[src/rtl/seg7_scan_driver.sv]
// Eight-digit multiplexed driver for a common-anode 7-segment display.
// Advances one digit per rising refresh edge and shows a frame-coherent snapshot of the inputs.
module seg7_scan_driver #(
  parameter int unsigned BLANK_CYCLES = 4
) (
  input  logic        clk_in,
  input  logic        reset,
  input  logic        refresh_in,
  input  logic [31:0] data_in,
  input  logic [7:0]  blank_in,
  input  logic [7:0]  dp_in,
  input  logic        lz_en,
  output logic [7:0]  an,
  output logic [6:0]  seg,
  output logic        dp
);

  localparam int unsigned CntW = (BLANK_CYCLES > 0) ? $clog2(BLANK_CYCLES + 1) : 1;
  localparam logic [CntW-1:0] CntLoad = CntW'(BLANK_CYCLES);

  logic            refresh_q;
  logic            rise;
  logic            started_q, started_d;
  logic [2:0]      digit_sel_q, digit_sel_d;
  logic [CntW-1:0] blank_cnt_q, blank_cnt_d;
  logic            load_snap;
  logic [31:0]     snap_data_q, snap_data_d;
  logic [7:0]      snap_blank_q, snap_blank_d;
  logic [7:0]      snap_dp_q, snap_dp_d;
  logic            snap_lz_q, snap_lz_d;
  logic [3:0]      nibble;
  logic [6:0]      seg_dec;
  logic            upper_zero;
  logic            suppressed;
  logic            visible;
  logic [7:0]      an_q, an_d;
  logic [6:0]      seg_q, seg_d;
  logic            dp_q, dp_d;

  assign rise = refresh_in & ~refresh_q;

  // The first rise only arms the scan; digit 0 is shown without advancing.
  always_comb begin
    started_d   = started_q;
    digit_sel_d = digit_sel_q;
    load_snap   = 1'b0;
    if (rise) begin
      if (!started_q) begin
        started_d = 1'b1;
        load_snap = 1'b1;
      end else begin
        digit_sel_d = digit_sel_q + 3'd1;
        load_snap   = (digit_sel_q == 3'd7);
      end
    end
    snap_data_d  = load_snap ? data_in  : snap_data_q;
    snap_blank_d = load_snap ? blank_in : snap_blank_q;
    snap_dp_d    = load_snap ? dp_in    : snap_dp_q;
    snap_lz_d    = load_snap ? lz_en    : snap_lz_q;
  end

  always_comb begin
    blank_cnt_d = blank_cnt_q;
    if (rise) begin
      blank_cnt_d = CntLoad;
    end else if (blank_cnt_q != '0) begin
      blank_cnt_d = blank_cnt_q - 1'b1;
    end
  end

  assign nibble = snap_data_q[{digit_sel_q, 2'b00} +: 4];

  // Zero-check of the current nibble and every more significant one.
  always_comb begin
    upper_zero = 1'b1;
    for (int k = 0; k < 8; k++) begin
      if (k >= int'(digit_sel_q) && snap_data_q[4*k +: 4] != 4'h0) begin
        upper_zero = 1'b0;
      end
    end
  end

  assign suppressed = snap_lz_q && (digit_sel_q != 3'd0) && upper_zero;
  assign visible    = started_q && (blank_cnt_q == '0) && !snap_blank_q[digit_sel_q]
                      && !suppressed;

  always_comb begin
    case (nibble)
      4'h0:    seg_dec = 7'b0000001;
      4'h1:    seg_dec = 7'b1001111;
      4'h2:    seg_dec = 7'b0010010;
      4'h3:    seg_dec = 7'b0000110;
      4'h4:    seg_dec = 7'b1001100;
      4'h5:    seg_dec = 7'b0100100;
      4'h6:    seg_dec = 7'b0100000;
      4'h7:    seg_dec = 7'b0001111;
      4'h8:    seg_dec = 7'b0000000;
      4'h9:    seg_dec = 7'b0000100;
      4'hA:    seg_dec = 7'b0001000;
      4'hB:    seg_dec = 7'b1100000;
      4'hC:    seg_dec = 7'b0110001;
      4'hD:    seg_dec = 7'b1000010;
      4'hE:    seg_dec = 7'b0110000;
      default: seg_dec = 7'b0111000;
    endcase
  end

  always_comb begin
    an_d  = 8'hFF;
    seg_d = 7'h7F;
    dp_d  = 1'b1;
    if (visible) begin
      an_d  = ~(8'b1 << digit_sel_q);
      seg_d = seg_dec;
      dp_d  = ~snap_dp_q[digit_sel_q];
    end
  end

  always_ff @(posedge clk_in or posedge reset) begin
    if (reset) begin
      refresh_q    <= 1'b0;
      started_q    <= 1'b0;
      digit_sel_q  <= 3'd0;
      blank_cnt_q  <= '0;
      snap_data_q  <= 32'h0;
      snap_blank_q <= 8'h0;
      snap_dp_q    <= 8'h0;
      snap_lz_q    <= 1'b0;
      an_q         <= 8'hFF;
      seg_q        <= 7'h7F;
      dp_q         <= 1'b1;
    end else begin
      refresh_q    <= refresh_in;
      started_q    <= started_d;
      digit_sel_q  <= digit_sel_d;
      blank_cnt_q  <= blank_cnt_d;
      snap_data_q  <= snap_data_d;
      snap_blank_q <= snap_blank_d;
      snap_dp_q    <= snap_dp_d;
      snap_lz_q    <= snap_lz_d;
      an_q         <= an_d;
      seg_q        <= seg_d;
      dp_q         <= dp_d;
    end
  end

  assign an  = an_q;
  assign seg = seg_q;
  assign dp  = dp_q;

endmodule

[config.mk]
export PLATFORM = sky130hd
export DESIGN_NAME = seg7_scan_driver
export DESIGN_NICKNAME = d
export VERILOG_FILES = /design/src/rtl/seg7_scan_driver.sv
export SDC_FILE = /design/constraint.sdc
export NUM_CORES = 1
export LEC_CHECK = 0
export ABC_AREA = 1
export BUFFER_PORTS_ARGS = -buffer_cell sky130_fd_sc_hd__buf_2
export CAP_MARGIN = 25
export CORE_UTILIZATION = 49
export CTS_CLUSTER_SIZE = 12
export DETAILED_ROUTE_END_ITERATION = 7
export GPL_ROUTABILITY_DRIVEN = 0
export PLACE_DENSITY = 0.78
export SLEW_MARGIN = 30
export SYNTH_ARGS = -nofsm -noshare
export SYNTH_HDL_FRONTEND = slang
export SYNTH_SLANG_ARGS = --single-unit
[constraint.sdc]
create_clock -name clk_in -period 3.2 [get_ports clk_in]
set_input_delay 0.64 -clock clk_in [delete_from_list [all_inputs] [get_ports clk_in]]
set_output_delay 0.64 -clock clk_in [all_outputs]
set_load 0.02 [all_outputs]
Word-level counts from Yosys, hierarchy flattened
Memories as Yosys holds them, arrays and structs flattened.
Cells that the tools add are included.
Widths: inputs -> output; s select.
- output and inout bits: 16
- memories: 1
- bits in read-only memories: 112
- register bits: 73
- input port bits: 52
- word-level logic and storage cells: 75
- multiplexer cells: 19
- equality and inequality tests: 1
- bitwise logic cells: 4
- magnitude comparators: 8
- add/sub/neg operators: 2
- shift operators: 2
- reductions and logical operators: 27
- memories (memory ; words ; width ; read ports ; clocked after Yosys merged registers in ; write ports ; line ; RTL):
    (name not given) ; 16 ; 7 ; 1 ; 0 ; 0 ; 88 ; case (nibble)
- operator list (cell ; count):
    $reduce_bool 4->1 ; 8
    $shiftx 32x6->4 ; 1
    $mux 1 ; 13
    $logic_and 1x1->1 ; 12
    $ge 3x3->1 const A ; 3
    $mux 8 ; 1
    $not 8->8 ; 1
    $shl 1x3->8 const A ; 1
    $mux 7 ; 1
    $bmux 1 s3 ; 2
    $ge 1x3->1 const A ; 2
    $ge 2x3->1 const A ; 2
    $mux 3 ; 2
    $reduce_bool 3->1 ; 2
    $lt 3x4->1 const B ; 1
    $add 3x1->3 const B ; 1
    $eq 3x3->1 const B ; 1
    $logic_not 3->1 ; 1
    $sub 3x1->3 const B ; 1
    $logic_not 1->1 ; 2
    $not 1->1 ; 2
    $reduce_and 2->1 ; 1
    $reduce_bool 2->1 ; 1
    $and 1x1->1 ; 1

Depth between registers and ports, before layout
Gate-level depths: netlist of the first run.
- depth after elaboration: 14
- gate-level depth with buffers: 13
- gate-level depth less buffers: 12

Worst setup path before layout of the first run
OpenSTA, ideal clock, no wires.
- path kind: register -> register
- from: reg digit_sel_q[0]
- to: reg snap_blank_q[5]
- setup slack: 1414 ps
- data arrival time: 1661 ps
- required time: 3075 ps
- library setup time: 125 ps
- period minus slack after synthesis: 1786 ps
- buffers on the path: 1
- stages on the path, launching flop included: 6
- cell sequence: dfrtp_1 -> ha_1 -> ha_1 -> o21ai_2 -> buf_2 -> mux2_2
- word-level cells in the longest chain between the ends: 3
- RTL lines (what ; line ; RTL):
    start, declared ; 24 ; logic [2:0] digit_sel_q, digit_sel_d;
    start signal, assigned ; 135 ; digit_sel_q <= digit_sel_d;
    $eq 3x3->1 ; 53 ; load_snap = (digit_sel_q == 3'd7);
    $mux 1 ; 48 ; if (!started_q) begin
    $mux 1 ; 47 ; if (rise) begin
    end signal, assigned ; 138 ; snap_blank_q <= snap_blank_d;
    end, declared ; 28 ; logic [7:0] snap_blank_q, snap_blank_d;
Every way passes these cells.
A chain may end at the register's enable or synchronous reset.

Final worst setup path of the first run
- from: reg digit_sel_q[0]
- to: reg seg_q[6], in the netlist seg[6]
- word-level cells in the longest chain between the ends: 14
- elaborated cells on any way between the ends: 34
- classes of those cells: 7 x order compare; 1 x shift; 11 x mux; 14 x reduce/logical; 1 x memory
- RTL lines (what ; line ; RTL):
    $ge 1x3->1 ; 77 ; if (k >= int'(digit_sel_q) && snap_data_q[4*k +: 4] != 4'h0) begin
    $logic_and 1x1->1 ; 77 ;
    $mux 1 (8 in a row) ; 77 ;
    $logic_and 1x1->1 ; 83 ; assign suppressed = snap_lz_q && (digit_sel_q != 3'd0) && upper_zero;
    $logic_not 1->1 ; 85 ; && !suppressed;
    $logic_and 1x1->1 ; 85 ;
    $mux 7 (*) ; 112 ; if (visible) begin
    via seg_d[6] ; 37 ; logic [6:0] seg_q, seg_d;
    end signal, assigned ; 142 ; seg_q <= seg_d;
    end, declared ; 37 ;
Mark *: on every way through the listed nets, which the timed path passes. The rest lies on a longest branch. The select of a mux whose other input is x is not followed.

==> results of run 1 <==
worst max-delay path, cell delays in order (launching register included):
cell	delay (ns)
dfrtp_1	0.53
inv_2	0.39
nand2_1	0.09
nand3_1	0.11
nand2_1	0.06
nor2_1	0.34
inv_1	0.15
ha_1	0.24
inv_1	0.06
nand2_1	0.06
nand3_1	0.10
nand3_1	0.08
layout make-up:
| class | instances | share of cell area (%) |
|---|---|---|
| sequential | 73 | 42.18 |
| multi-input combinational | 302 | 36.72 |
| timing repair buffer | 71 | 8.917 |
| inverter | 57 | 4.887 |
| clock buffer | 12 | 3.544 |
| tap | 99 | 2.829 |
| clock inverter | 3 | 0.9145 |
through the flow:
step | total power, mW | instances | worst slack [ns]
after floorplan | 3.250 | 447 | 0.7332
final | 4.457 | 617 | 0.8956
after CTS | 4.450 | 617 | 0.9320
after global routing | 4.829 | 617 | 0.6455
after global placement | 3.607 | 602 | 1.100
after detailed placement | 3.720 | 602 | 0.9617
cells by family (layout without fill, tap and decap cells):
| kind of cell | Yosys count | in the layout | synth area share, % |
|---|---|---|---|
| AND/OR/NAND/NOR | 224 | 224 | 25.55 |
| flip-flops | 73 | 73 | 49.04 |
| buffers and inverters | 72 | 143 | 8.471 |
| AO/OA/AOI/OAI | 44 | 44 | 6.445 |
| multiplexers | 18 | 18 | 5.382 |
| adder cells (fa/ha/maj) | 14 | 14 | 4.651 |
| XOR/XNOR | 2 | 2 | 0.4652 |
worst paths after layout:
path                                     start        endpoint  slack, ns  cells past startpoint
worst max-delay path            digit_sel_q[0]          seg[6]       0.90                     11
worst min-delay path                     reset  digit_sel_q[2]       0.24                      2
worst max register to register  digit_sel_q[0]          seg[6]       0.90                     11
worst min register to register    snap_dp_q[3]    snap_dp_q[3]       0.52                      1
max in group asynchronous                reset          seg[2]       2.33                      3
min in group clk_in                 refresh_in       refresh_q       0.41                      1
synthesized netlist by cell type:
cell	count
or2_1	1
nand2_4	2
dfrtp_1	57
buf_2	6
o21ai_0	5
xnor2_1	1
ha_1	14
buf_6	3
buf_4	2
a21oi_4	1
inv_1	50
xor2_1	1
nor2_2	9
o21ai_2	1
o22ai_1	1
nor2_1	54
nand2_1	109
nand3_2	1
clkbuf_1	3
nand3_1	41
nand4_1	1
o211ai_1	2
dfstp_2	16
a31oi_1	1
nand3b_1	1
nor2_4	1
nand2_2	4
inv_2	6
a21oi_1	33
mux2_2	18
buf_8	1
clkinv_1	1
power groups by stage:
stage	clock network, mW	registers, mW	logic, mW
CTS	0.731	1.61	2.11
global route	0.763	1.66	2.40
floorplan	0	1.59	1.66
detailed placement	0	1.63	2.09
finish	0.718	1.62	2.12
global placement	0	1.61	2.00
cell usage in the layout, fill, tap and decap left out, types with 4 or more instances in the layout:
cell / Yosys / layout
dfstp_2: 16 / 16
a21oi_1: 33 / 33
nor2_2: 9 / 9
nand3_1: 41 / 41
nor2_1: 54 / 54
clkbuf_8: 0 / 11
ha_1: 14 / 14
o21ai_0: 5 / 5
nand2_1: 109 / 109
inv_1: 50 / 49
dfrtp_1: 57 / 57
buf_2: 6 / 67
mux2_2: 18 / 18
inv_2: 6 / 7
nand2_2: 4 / 4
state kept, by name, summed over array words and instances, names as in the netlist:
register      flops
started_q         1
snap_lz_q         1
blank_cnt_q       3
an                8
snap_dp_q         8
dp                1
snap_blank_q      8
snap_data_q      32
digit_sel_q       3
refresh_q         1
seg               7
layer usage:
metal  global-route usage, %  wire length [microns]  share of wire (%)
met2                   36.43                   3902                 48
met1                   27.72                   3571                 44
met5                       0                      0                  0
met4                   13.28                    272                3.3
met3                   4.022                    413                5.1
==> run metrics, run 1 <==
Worst Skew 0.007768 ns; H-tree depth 3; Yosys cell types 32; Vias/cell 4.981; CTS clk-pin slew, worst paths 0.07 ns; Slew HR 65.92%; wire length per cell 13.23 microns; Final nets 580; # DRC 0; combinational share of power 47.6%; final hold violation count 0; clk sink count 73; cells after synthesis 447; grt total ovfl 0; count of pins over their slew limit 0; sequential fraction of the synthesis area 49.04%; Max-cap violations 0; area delta synth->final 16.25%; CTS tree done; antenna diode count 0; CP Max Fanout 25; insertion delay to the later sink of the worst-skew pair 0.34 ns; P_sw 1.952 mW; internal power component 2.506 mW; endpoints failing setup 0; post-synth top area cell dfrtp_1; Yosys Warn Count 0; utilization after layout 59.72%; Buffers on Ports 67; Avg Inst Size Synth 8.425 sq um; Max rail drop VDD 427.0 uV; largest net degree at the start of global routing 81; Sw Ratio 43.78%; die area 8041 sq um; clock power share 16.1%; initial antenna violation count 0; Filler cells 666; vias in the first global route 2941; Finished Cell Area 4378 sq um; number of I/O pins 68; outcome completed; Detailed Route Iter0 Violations 200; Post-DRT Antenna Nets 0; Initial Util 51.37%; DP Wirelength 6003 microns; Num CTS Buffers 9; highest achievable clock rate 434.0 MHz; Worst Max-Slew Pin Slew 0.5112 ns; Min-Delay Path Class input port to async pin; critical path type register to register; GRT Util Overall 22.29%; die height 89.67 microns; drt first pass iters 7; CP Capture Type register; proportion of layout cells with a drive suffix above 1 27.99%; Reg area 1847 sq um; Yosys reg bits 73; RSZ-0062 raised after global routing false; Final period util 72.01%; CTS Buffer Depth 2; CTS root buffer clkbuf_8; setup tns final 0 ns; CTS Hold Buffers Added 0; Hold WS 0.2417 ns; area of the multi-input gates 1608 sq um; LEAKAGE 2.234 nW; CTS resizes 0; syn nets 513; Syn Std Cell Area 3766 sq um; Area contributors post-synth dfrtp_1 38%, dfstp_2 11%, nand2_1 11%; Post-Place Cell Area 4183 sq um; critical path required time 3.46 ns; CP Data Arrival Time 2.56 ns; DIE WIDTH 89.67 microns; Synth top area share 37.87%; via count 3073; core area 7331 sq um; num rows 31; post-CTS setup buffer count 0; Pwr Density 1018 nW/um^2; crit path launch type register; Tmin final 2.304 ns; sequential share of power 36.3%; final WL 8160 microns; first-pass GRT wire length 13300 microns
No activity file was read; power rests on OpenSTA's default activity.
==> inputs of run 2 (changes only) <==
- clock period: 3.2 -> 2.3 ns (I/O delays scaled with it)
==> run metrics, run 2 (same netlist as run 1, synthesis figures left out) <==
Tmin final 2.049 ns (was 2.304 ns); proportion of layout cells with a drive suffix above 1 27.88% (was 27.99%); grt total ovfl 0 (unchanged); most frequent cells in the layout 109 x nand2_1, 67 x buf_2, 56 x dfrtp_1 (was 109 x nand2_1, 67 x buf_2, 57 x dfrtp_1); CP Data Arrival Time 2.30 ns (was 2.56 ns); most common cell after layout, fill and taps aside nand2_1 (unchanged); endpoints failing setup 0 (unchanged); setup tns final 0 ns (unchanged); Place WS 0.2086 ns (was 0.9617 ns); final hold violation count 0 (unchanged); Hold WS 0.1853 ns (was 0.2417 ns); P_sw 2.665 mW (was 1.952 mW); CTS clk-pin slew, worst paths 0.07 ns (about the same); die area 8041 sq um (unchanged); highest achievable clock rate 488.0 MHz (was 434.0 MHz); Final period util 89.09% (was 72.01%); initial antenna violation count 0 (unchanged); internal power component 3.589 mW (was 2.506 mW); CP Capture Type register (unchanged); vias in the first global route 2911 (was 2941); Finished Cell Area 4408 sq um (was 4378 sq um); core area 7331 sq um (unchanged); combinational share of power 47.7% (was 47.6%); area delta synth->final 17.04% (was 16.25%); CP Max Fanout 12 (was 25); critical path type register to register (unchanged); CTS root buffer clkbuf_8 (unchanged); num rows 31 (unchanged); count of pins over their slew limit 0 (unchanged); Largest register FFs 32 (unchanged); outcome completed (unchanged); Initial Util 51.37% (unchanged); clk sink count 73 (unchanged); Sw Ratio 42.61% (was 43.78%); Biggest register snap_data_q (unchanged); antenna diode count 0 (unchanged); Num CTS Buffers 9 (unchanged); drt first pass iters 4 (was 7); DIE WIDTH 89.67 microns (unchanged); H-tree depth 3 (unchanged); Buffers on Ports 67 (unchanged); wire length per cell 12.50 microns (was 13.23 microns); Post-DRT Antenna Nets 0 (unchanged); number of I/O pins 68 (unchanged); final WL 7737 microns (was 8160 microns); Pwr Density 1419 nW/um^2 (was 1018 nW/um^2); die height 89.67 microns (unchanged); area of the multi-input gates 1608 sq um (unchanged); CTS Buffer Depth 2 (unchanged); Filler cells 669 (was 666); Slew HR 70.27% (was 65.92%); Max-cap violations 0 (unchanged); DP Wirelength 5814 microns (was 6003 microns); Vias/cell 4.919 (was 4.981); largest net degree at the start of global routing 74 (was 81); Worst Skew 0.007662 ns (was 0.007768 ns); first-pass GRT wire length 12880 microns (was 13300 microns); Detailed Route Iter0 Violations 179 (was 200); overall power 6.254 mW (was 4.457 mW); via count 3045 (was 3073); Reg area 1848 sq um (was 1847 sq um); sequential share of power 35.6% (was 36.3%); Final nets 581 (was 580); CTS tree done (unchanged); Post-Place Cell Area 4203 sq um (was 4183 sq um); setup ws final 0.2510 ns (was 0.8956 ns); GRT Util Overall 21.58% (was 22.29%); critical path required time 2.55 ns (was 3.46 ns); Min-Delay Path Class input port to async pin (unchanged); insertion delay to the later sink of the worst-skew pair 0.34 ns (about the same); Max rail drop VDD 582.9 uV (was 427.0 uV); RSZ-0062 raised after global routing false (unchanged); LEAKAGE 2.241 nW (was 2.234 nW); clock power share 16.7% (was 16.1%); crit path launch type register (unchanged); # DRC 0 (unchanged); Worst Max-Slew Pin Slew 0.4460 ns (was 0.5112 ns)
[run 2: final timing paths]
path                            startpoint               to  slack, ns  cells past startpoint
setup reg to reg            digit_sel_q[1]           seg[6]       0.25                     10
setup / recovery            digit_sel_q[1]           seg[6]       0.25                     10
hold reg to reg            snap_blank_q[4]  snap_blank_q[4]       0.52                      2
max in group asynchronous            reset               dp       1.77                      3
hold / removal                       reset   blank_cnt_q[0]       0.19                      3
min in group clk_in             refresh_in        refresh_q       0.23                      1
[run 2: critical path, stage by stage (launching register included)]
cell,delay (ns)
dfrtp_1,0.62
nor2_2,0.18
nand3_1,0.12
nand2_1,0.06
nor2_1,0.33
inv_1,0.15
ha_1,0.23
inv_1,0.06
nand2_1,0.05
nand3_1,0.09
nand3_1,0.08
[run 2: repair_timing]
action                     CTS  global route
hold buffers                 0             0
buffers inserted             0             0
gates resized for setup      0             1
setup endpoints to repair    0             3
[run 2: power by group through the flow]
stage	sequential [mW]	combinational (mW)	clock, mW
after floorplan	2.21	2.31	0
after global placement	2.23	2.84	0
after detailed placement	2.25	2.97	0
after CTS	2.22	2.98	1.07
after global routing	2.29	3.38	1.12
final	2.23	2.98	1.04
[run 2: final cells by class]
class                   instances  area share (%)
flip-flops and latches         73           41.92
multi-input cells             302           36.47
repair buffers                 72           9.310
inverters                      57           4.854
clock buffers                  13           3.151
well taps                      99           2.810
clock inverters                 3           1.476
[run 2: per-layer routing]
metal  routed length, microns  global-route usage, %
met1                     3509                  27.48
met2                     3653                  34.78
met3                      381                  5.119
met4                      193                  10.39
met5                        0                      0
[run 2: per-stage QoR]
step                      instances  util (%)
after floorplan                 447         -
after global placement          603     57.33
after detailed placement        603     57.33
after CTS                       619     60.11
after global routing            619     60.13
final                           619     60.13
